[config.mk]
export PLATFORM = sky130hd
export DESIGN_NAME = soc_data_port_arbiter
export DESIGN_NICKNAME = d
export VERILOG_FILES = /design/src/rtl/soc_data_port_arbiter.sv
export SDC_FILE = /design/constraint.sdc
export NUM_CORES = 1
export LEC_CHECK = 0
export BUFFER_PORTS_ARGS = -buffer_cell sky130_fd_sc_hd__buf_2
export CORE_AREA = 2 2 109 111
export DETAILED_ROUTE_END_ITERATION = 12
export DIE_AREA = 0 0 111 113
export SETUP_SLACK_MARGIN = 0.1
export SKIP_CTS_REPAIR_TIMING = 1
export SLEW_MARGIN = 30
export SYNTH_ARGS = -nofsm -noshare
export SYNTH_HDL_FRONTEND = slang
export SYNTH_SLANG_ARGS = --single-unit
[constraint.sdc]
create_clock -name clk_i -period 2.5 [get_ports clk_i]
set_input_delay 0.5 -clock clk_i [delete_from_list [all_inputs] [get_ports clk_i]]
set_output_delay 0.5 -clock clk_i [all_outputs]
set_load 0.01 [all_outputs]
[src/rtl/soc_data_port_arbiter.sv]
// soc_data_port_arbiter
//   Purpose : shares one OBI-style data port (req/gnt/rvalid) between N_REQ requesters.
//             Round-robin arbitration, selection locked until granted, in-order response routing.
//   Ports   : clk_i/reset_i (async, active-high); per-requester req/we/be/addr/wdata in, gnt/rvalid out;
//             rdata_o broadcast; mst_* is the shared downstream port; rsp_err_o is a sticky
//             "response with nothing outstanding" flag.
module soc_data_port_arbiter #(
  parameter int N_REQ           = 2,
  parameter int ADDR_WIDTH      = 32,
  parameter int DATA_WIDTH      = 32,
  parameter int MAX_OUTSTANDING = 2
) (
  input  logic                            clk_i,
  input  logic                            reset_i,
  input  logic [N_REQ-1:0]                req_i,
  input  logic [N_REQ-1:0]                we_i,
  input  logic [N_REQ*(DATA_WIDTH/8)-1:0] be_i,
  input  logic [N_REQ*ADDR_WIDTH-1:0]     addr_i,
  input  logic [N_REQ*DATA_WIDTH-1:0]     wdata_i,
  output logic [N_REQ-1:0]                gnt_o,
  output logic [N_REQ-1:0]                rvalid_o,
  output logic [DATA_WIDTH-1:0]           rdata_o,
  output logic                            mst_req_o,
  input  logic                            mst_gnt_i,
  output logic                            mst_we_o,
  output logic [DATA_WIDTH/8-1:0]         mst_be_o,
  output logic [ADDR_WIDTH-1:0]           mst_addr_o,
  output logic [DATA_WIDTH-1:0]           mst_wdata_o,
  input  logic                            mst_rvalid_i,
  input  logic [DATA_WIDTH-1:0]           mst_rdata_i,
  output logic                            rsp_err_o
);

  localparam int BE_W  = DATA_WIDTH / 8;
  localparam int IDX_W = (N_REQ > 1) ? $clog2(N_REQ) : 1;
  localparam int PTR_W = (MAX_OUTSTANDING > 1) ? $clog2(MAX_OUTSTANDING) : 1;
  localparam int CNT_W = $clog2(MAX_OUTSTANDING + 1);

  typedef enum logic {IDLE, HOLD} state_e;

  state_e             state_q, state_d;
  logic [IDX_W-1:0]   owner_q, owner_d;
  logic [IDX_W-1:0]   rr_ptr_q, rr_ptr_d;
  logic [IDX_W-1:0]   own_mem_q [MAX_OUTSTANDING];
  logic [IDX_W-1:0]   own_mem_d [MAX_OUTSTANDING];
  logic [PTR_W-1:0]   wr_ptr_q, wr_ptr_d;
  logic [PTR_W-1:0]   rd_ptr_q, rd_ptr_d;
  logic [CNT_W-1:0]   count_q, count_d;
  logic               rsp_err_q, rsp_err_d;

  logic [IDX_W:0]     cand_sum;
  logic [IDX_W:0]     rr_sum;
  logic [IDX_W-1:0]   rr_winner;
  logic               found;
  logic [IDX_W-1:0]   sel;
  logic [IDX_W-1:0]   drive_idx;
  logic               sel_req;
  logic               full;
  logic               hs;
  logic               pop;

  // Round-robin scan starting at rr_ptr, wrapping modulo N_REQ.
  always_comb begin
    rr_winner = '0;
    found     = 1'b0;
    cand_sum  = '0;
    for (int i = 0; i < N_REQ; i++) begin
      cand_sum = {1'b0, rr_ptr_q} + (IDX_W+1)'(i);
      if (cand_sum >= (IDX_W+1)'(N_REQ)) cand_sum = cand_sum - (IDX_W+1)'(N_REQ);
      if (!found && req_i[cand_sum[IDX_W-1:0]]) begin
        found     = 1'b1;
        rr_winner = cand_sum[IDX_W-1:0];
      end
    end
  end

  // Full uses the registered count, so a same-cycle pop cannot open a slot.
  assign full      = (count_q == CNT_W'(MAX_OUTSTANDING));
  assign sel       = (state_q == HOLD) ? owner_q : rr_winner;
  assign sel_req   = (state_q == HOLD) ? req_i[owner_q] : |req_i;
  assign mst_req_o = sel_req & ~full;
  assign hs        = mst_req_o & mst_gnt_i;
  assign pop       = mst_rvalid_i & (count_q != '0);
  assign drive_idx = mst_req_o ? sel : '0;
  assign rdata_o   = mst_rdata_i;
  assign rsp_err_o = rsp_err_q;

  // Request payload mux; slice 0 when idle.
  always_comb begin
    mst_we_o    = 1'b0;
    mst_be_o    = '0;
    mst_addr_o  = '0;
    mst_wdata_o = '0;
    for (int k = 0; k < N_REQ; k++) begin
      if (drive_idx == IDX_W'(k)) begin
        mst_we_o    = we_i[k];
        mst_be_o    = be_i[k*BE_W +: BE_W];
        mst_addr_o  = addr_i[k*ADDR_WIDTH +: ADDR_WIDTH];
        mst_wdata_o = wdata_i[k*DATA_WIDTH +: DATA_WIDTH];
      end
    end
  end

  always_comb begin
    gnt_o = '0;
    if (hs) gnt_o[sel] = 1'b1;
    rvalid_o = '0;
    if (pop) rvalid_o[own_mem_q[rd_ptr_q]] = 1'b1;
  end

  // FSM and round-robin pointer. The lock only releases on handshake or on the
  // owner withdrawing its request; a full FIFO leaves the lock in place.
  always_comb begin
    state_d  = state_q;
    owner_d  = owner_q;
    rr_ptr_d = rr_ptr_q;
    rr_sum   = {1'b0, sel} + (IDX_W+1)'(1);
    case (state_q)
      IDLE: begin
        if (mst_req_o && !mst_gnt_i) begin
          state_d = HOLD;
          owner_d = sel;
        end
      end
      HOLD: begin
        if (hs || !req_i[owner_q]) state_d = IDLE;
      end
      default: state_d = IDLE;
    endcase
    if (hs) begin
      rr_ptr_d = (rr_sum >= (IDX_W+1)'(N_REQ)) ? '0 : rr_sum[IDX_W-1:0];
    end
  end

  // Owner FIFO: records who was granted so responses route in grant order.
  always_comb begin
    own_mem_d = own_mem_q;
    wr_ptr_d  = wr_ptr_q;
    rd_ptr_d  = rd_ptr_q;
    count_d   = count_q;
    rsp_err_d = rsp_err_q | (mst_rvalid_i & (count_q == '0));
    if (hs) begin
      own_mem_d[wr_ptr_q] = sel;
      wr_ptr_d = (wr_ptr_q == PTR_W'(MAX_OUTSTANDING-1)) ? '0 : wr_ptr_q + PTR_W'(1);
    end
    if (pop) begin
      rd_ptr_d = (rd_ptr_q == PTR_W'(MAX_OUTSTANDING-1)) ? '0 : rd_ptr_q + PTR_W'(1);
    end
    case ({hs, pop})
      2'b10:   count_d = count_q + CNT_W'(1);
      2'b01:   count_d = count_q - CNT_W'(1);
      default: count_d = count_q;
    endcase
  end

  always_ff @(posedge clk_i or posedge reset_i) begin
    if (reset_i) begin
      state_q   <= IDLE;
      owner_q   <= '0;
      rr_ptr_q  <= '0;
      wr_ptr_q  <= '0;
      rd_ptr_q  <= '0;
      count_q   <= '0;
      rsp_err_q <= 1'b0;
      for (int m = 0; m < MAX_OUTSTANDING; m++) own_mem_q[m] <= '0;
    end else begin
      state_q   <= state_d;
      owner_q   <= owner_d;
      rr_ptr_q  <= rr_ptr_d;
      wr_ptr_q  <= wr_ptr_d;
      rd_ptr_q  <= rd_ptr_d;
      count_q   <= count_d;
      rsp_err_q <= rsp_err_d;
      own_mem_q <= own_mem_d;
    end
  end

endmodule

==> metrics.md <==
| Metric | Value |
|---|---|
| Slew @ Worst Pin | `480 ps` |
| Count of pins over their slew limit | `0` |
| Fin crit period | `2400 ps` |
| CTS Buf Count | `3` |
| Number of port buffers | `218` |
| Fin. Hold Viols | `0` |
| Fillers | `1191` |
| Post-synth EDFFs | `0` |
| CTS Buffer Depth | `2` |
| Comb pwr share | `74.4%` |
| Leading area contributor after synthesis | `mux2_2` |
| Worst Reg-to-Reg Cells | `5` |
| Via count | `2080` |
| Worst r2r dst | `own_mem_q[1]` |
| Vias in the first global route | `2024` |
| Most common cell after layout, fill and taps aside | `buf_2` |
| Number of clock sinks | `10` |
| Clock skew | `2.97 ps` |
| DP HPWL | `6160 µm` |
| Synth cell types | `37` |
| I/O Pins | `283` |
| Total grt overflow | `0` |
| CTS tree | `yes` |
| # diodes | `0` |
| RSZ-0062 raised after global routing | `yes` |
| Root Driver | `clkbuf_16` |
| Dominant register cell in the synthesized netlist | `dfrtp_1` |
| Post-synth ARST share | `100%` |
| Dominant cells by area after synthesis | `mux2_2 39%, buf_4 16%, dfrtp_1 14%, mux2_4 9.5%, buf_6 1.9%` |
| Worst setup startpoint | `count_q[1]` |
| Most frequent cells in the layout | `200 x buf_2, 44 x mux2_2, 27 x mux2_4, 21 x buf_6, 8 x dfrtp_1` |
| Die Wd | `111 µm` |
| Min Hold Slack | `238 ps` |
| Avg Inst Size Synth | `10.3 µm²` |
| Final period util | `95.9%` |
| CP endpoint kind | `output port` |
| Total power | `2.42 mW` |
| Area of the multi-input gates | `1230 µm²` |
| Pre-Repair DR Iteration Count | `4` |
| Area of the core | `11300 µm²` |
| Fmax | `417 MHz` |
| Clk_lat worst skew | `240 ps` |
| Worst R2R Setup Slack | `850 ps` |
| Flops & latches, synth | `10` |
| Largest net degree at the start of global routing | `37` |
| Status | `complete, no violations` |
| Syn Std Cell Area | `1740 µm²` |
| Relative slew margins | `67.7%` |
| Startpoint Class | `flop` |
| Reg area | `253 µm²` |
| Clock power frac | `13.1%` |
| Critical Path RT | `2000 ps` |
| Nets | `544` |
| Fin cells | `510` |
| Worst r2r src | `state_q` |
| Sequential share of power | `12.5%` |
| Post-route setup TNS | `0 ps` |
| Global-route wire length before repair | `10200 µm` |
| FP Rows | `39` |
| Placer congestion estimate | `0.776` |
| PwrDens | `755 nW/µm²` |
| Critical Path AT | `1900 ps` |
| Share of the synthesized area in the top cell type | `38.8%` |
| Net Sw Power | `891 µW` |
| Setup violators final | `0` |
| Total Routing Usage GR | `9.96%` |
| Layout cells sized above 1 | `86.1%` |
| Sequential fraction of the synthesis area | `14.4%` |
| Initial Utilization | `15.5%` |
| Via density | `4.08` |
| Routed Antenna Nets | `0` |
| Routed wire per std cell | `15.4 µm` |
| Critical path peak fanout | `8` |
| CP Class | `flop to output port` |
| Initial antenna violation count | `0` |
| Hold Path Class | `input pin to asynchronous set/reset pin` |
| Crit path to | `mst_addr_o[22]` |
| Switch share | `36.9%` |
| Cell count after synthesis | `170` |
| Area growth syn-to-layout | `83.6%` |
| Yosys warning total | `0` |
| DRC | `0` |
| Internal power | `1.53 mW` |
| Mapped Nets | `346` |
| Die area | `12500 µm²` |
| H-Tree Depth | `1` |
| Worst-path clk slew | `40 ps` |
| Die Y | `113 µm` |
| Max VDD drop | `0.352 mV` |
| P_leak | `1.73 nW` |
| Max Cap Viol | `0` |
| Placed cell count | `493` |
| Routed WL | `7880 µm` |
| Initial drt markers | `93` |
==> metrics by stage <==
| stage | setup slack (ps) | utilization, % | instance area (µm²) |
|---|---|---|---|
| floorplan | 516 | - | 1740 |
| detailed placement | 160 | 24.3 | 2740 |
| global route | 50.3 | 28.4 | 3200 |
| CTS | 40.3 | 25.1 | 2830 |
| global placement | 194 | 24.3 | 2740 |
| finish | 102 | 28.4 | 3200 |
==> cells in the mapped netlist, types with 2 or more instances <==
| master | number |
|---|---|
| inv_1 | 2 |
| xnor2_1 | 2 |
| buf_4 | 37 |
| nor2b_1 | 3 |
| mux2_4 | 11 |
| nand2b_1 | 2 |
| o21ai_0 | 4 |
| nand2_1 | 4 |
| a21o_1 | 2 |
| mux2_2 | 60 |
| mux2i_1 | 2 |
| buf_6 | 3 |
| dfrtp_1 | 10 |
| nor2_1 | 5 |
==> power groups by stage <==
stage / Clock [mW] / Sequential, mW / Combinational (mW)
floorplan: 0 / 0.287 / 1.00
global route: 0.337 / 0.311 / 1.93
finish: 0.316 / 0.303 / 1.80
detailed placement: 0 / 0.307 / 1.42
global placement: 0 / 0.302 / 1.39
CTS: 0.319 / 0.305 / 1.42
==> routing by layer <==
layer	track usage [%]	share of wire, %	vias to the layer above
met2	18.4	53	126
met4	3.67	3.1	0
met1	10.9	36	951
met5	0	0	-
met3	2.73	8.4	26
li1	-	-	977
==> cell families (layout without fill, tap and decap cells) <==
group	count (synthesis)	after routing	synth area share [%]
flip-flops	10	10	14.4
XOR/XNOR	2	2	1.01
AND/OR/NAND/NOR	24	24	8.26
buffers and inverters	43	240	18.6
AO/OA/AOI/OAI	18	18	8.40
multiplexers	73	73	49.4
==> area by class of cell <==
class / instances / area share [%]
clock buffer: 4 / 2.78
inverter: 2 / 0.235
multi-input combinational: 117 / 38.6
sequential: 10 / 7.90
tap: 143 / 5.59
timing repair buffer: 234 / 44.9
==> worst min path at each step <==
| stage | cells past startpoint | slack, ps | start | to |
|---|---|---|---|---|
| finish | 2 | 240 | reset_i | rsp_err_o |
| global route | 2 | 270 | reset_i | rsp_err_o |
| global placement | 1 | 430 | rsp_err_o | rsp_err_o |
| floorplan | 1 | 340 | reset_i | count_q[0] |
| detailed placement | 1 | 470 | rsp_err_o | rsp_err_o |
| CTS | 2 | 260 | reset_i | own_mem_q[0] |
==> state kept, by name (all words and copies together), names as in the netlist <==
name,flops
own_mem_q,2
count_q,2
rd_ptr_q,1
rsp_err_o,1
rr_ptr_q,1
wr_ptr_q,1
state_q,1
owner_q,1
==> critical path: stages, from the launching register on <==
cell and delay, ps:
dfrtp_2 420, or2b_4 250, o2111ai_4 170, buf_12 210, clkbuf_16 170, mux2_4 310
buf_6 120
Note: power is estimated with default switching activity, not from simulation.
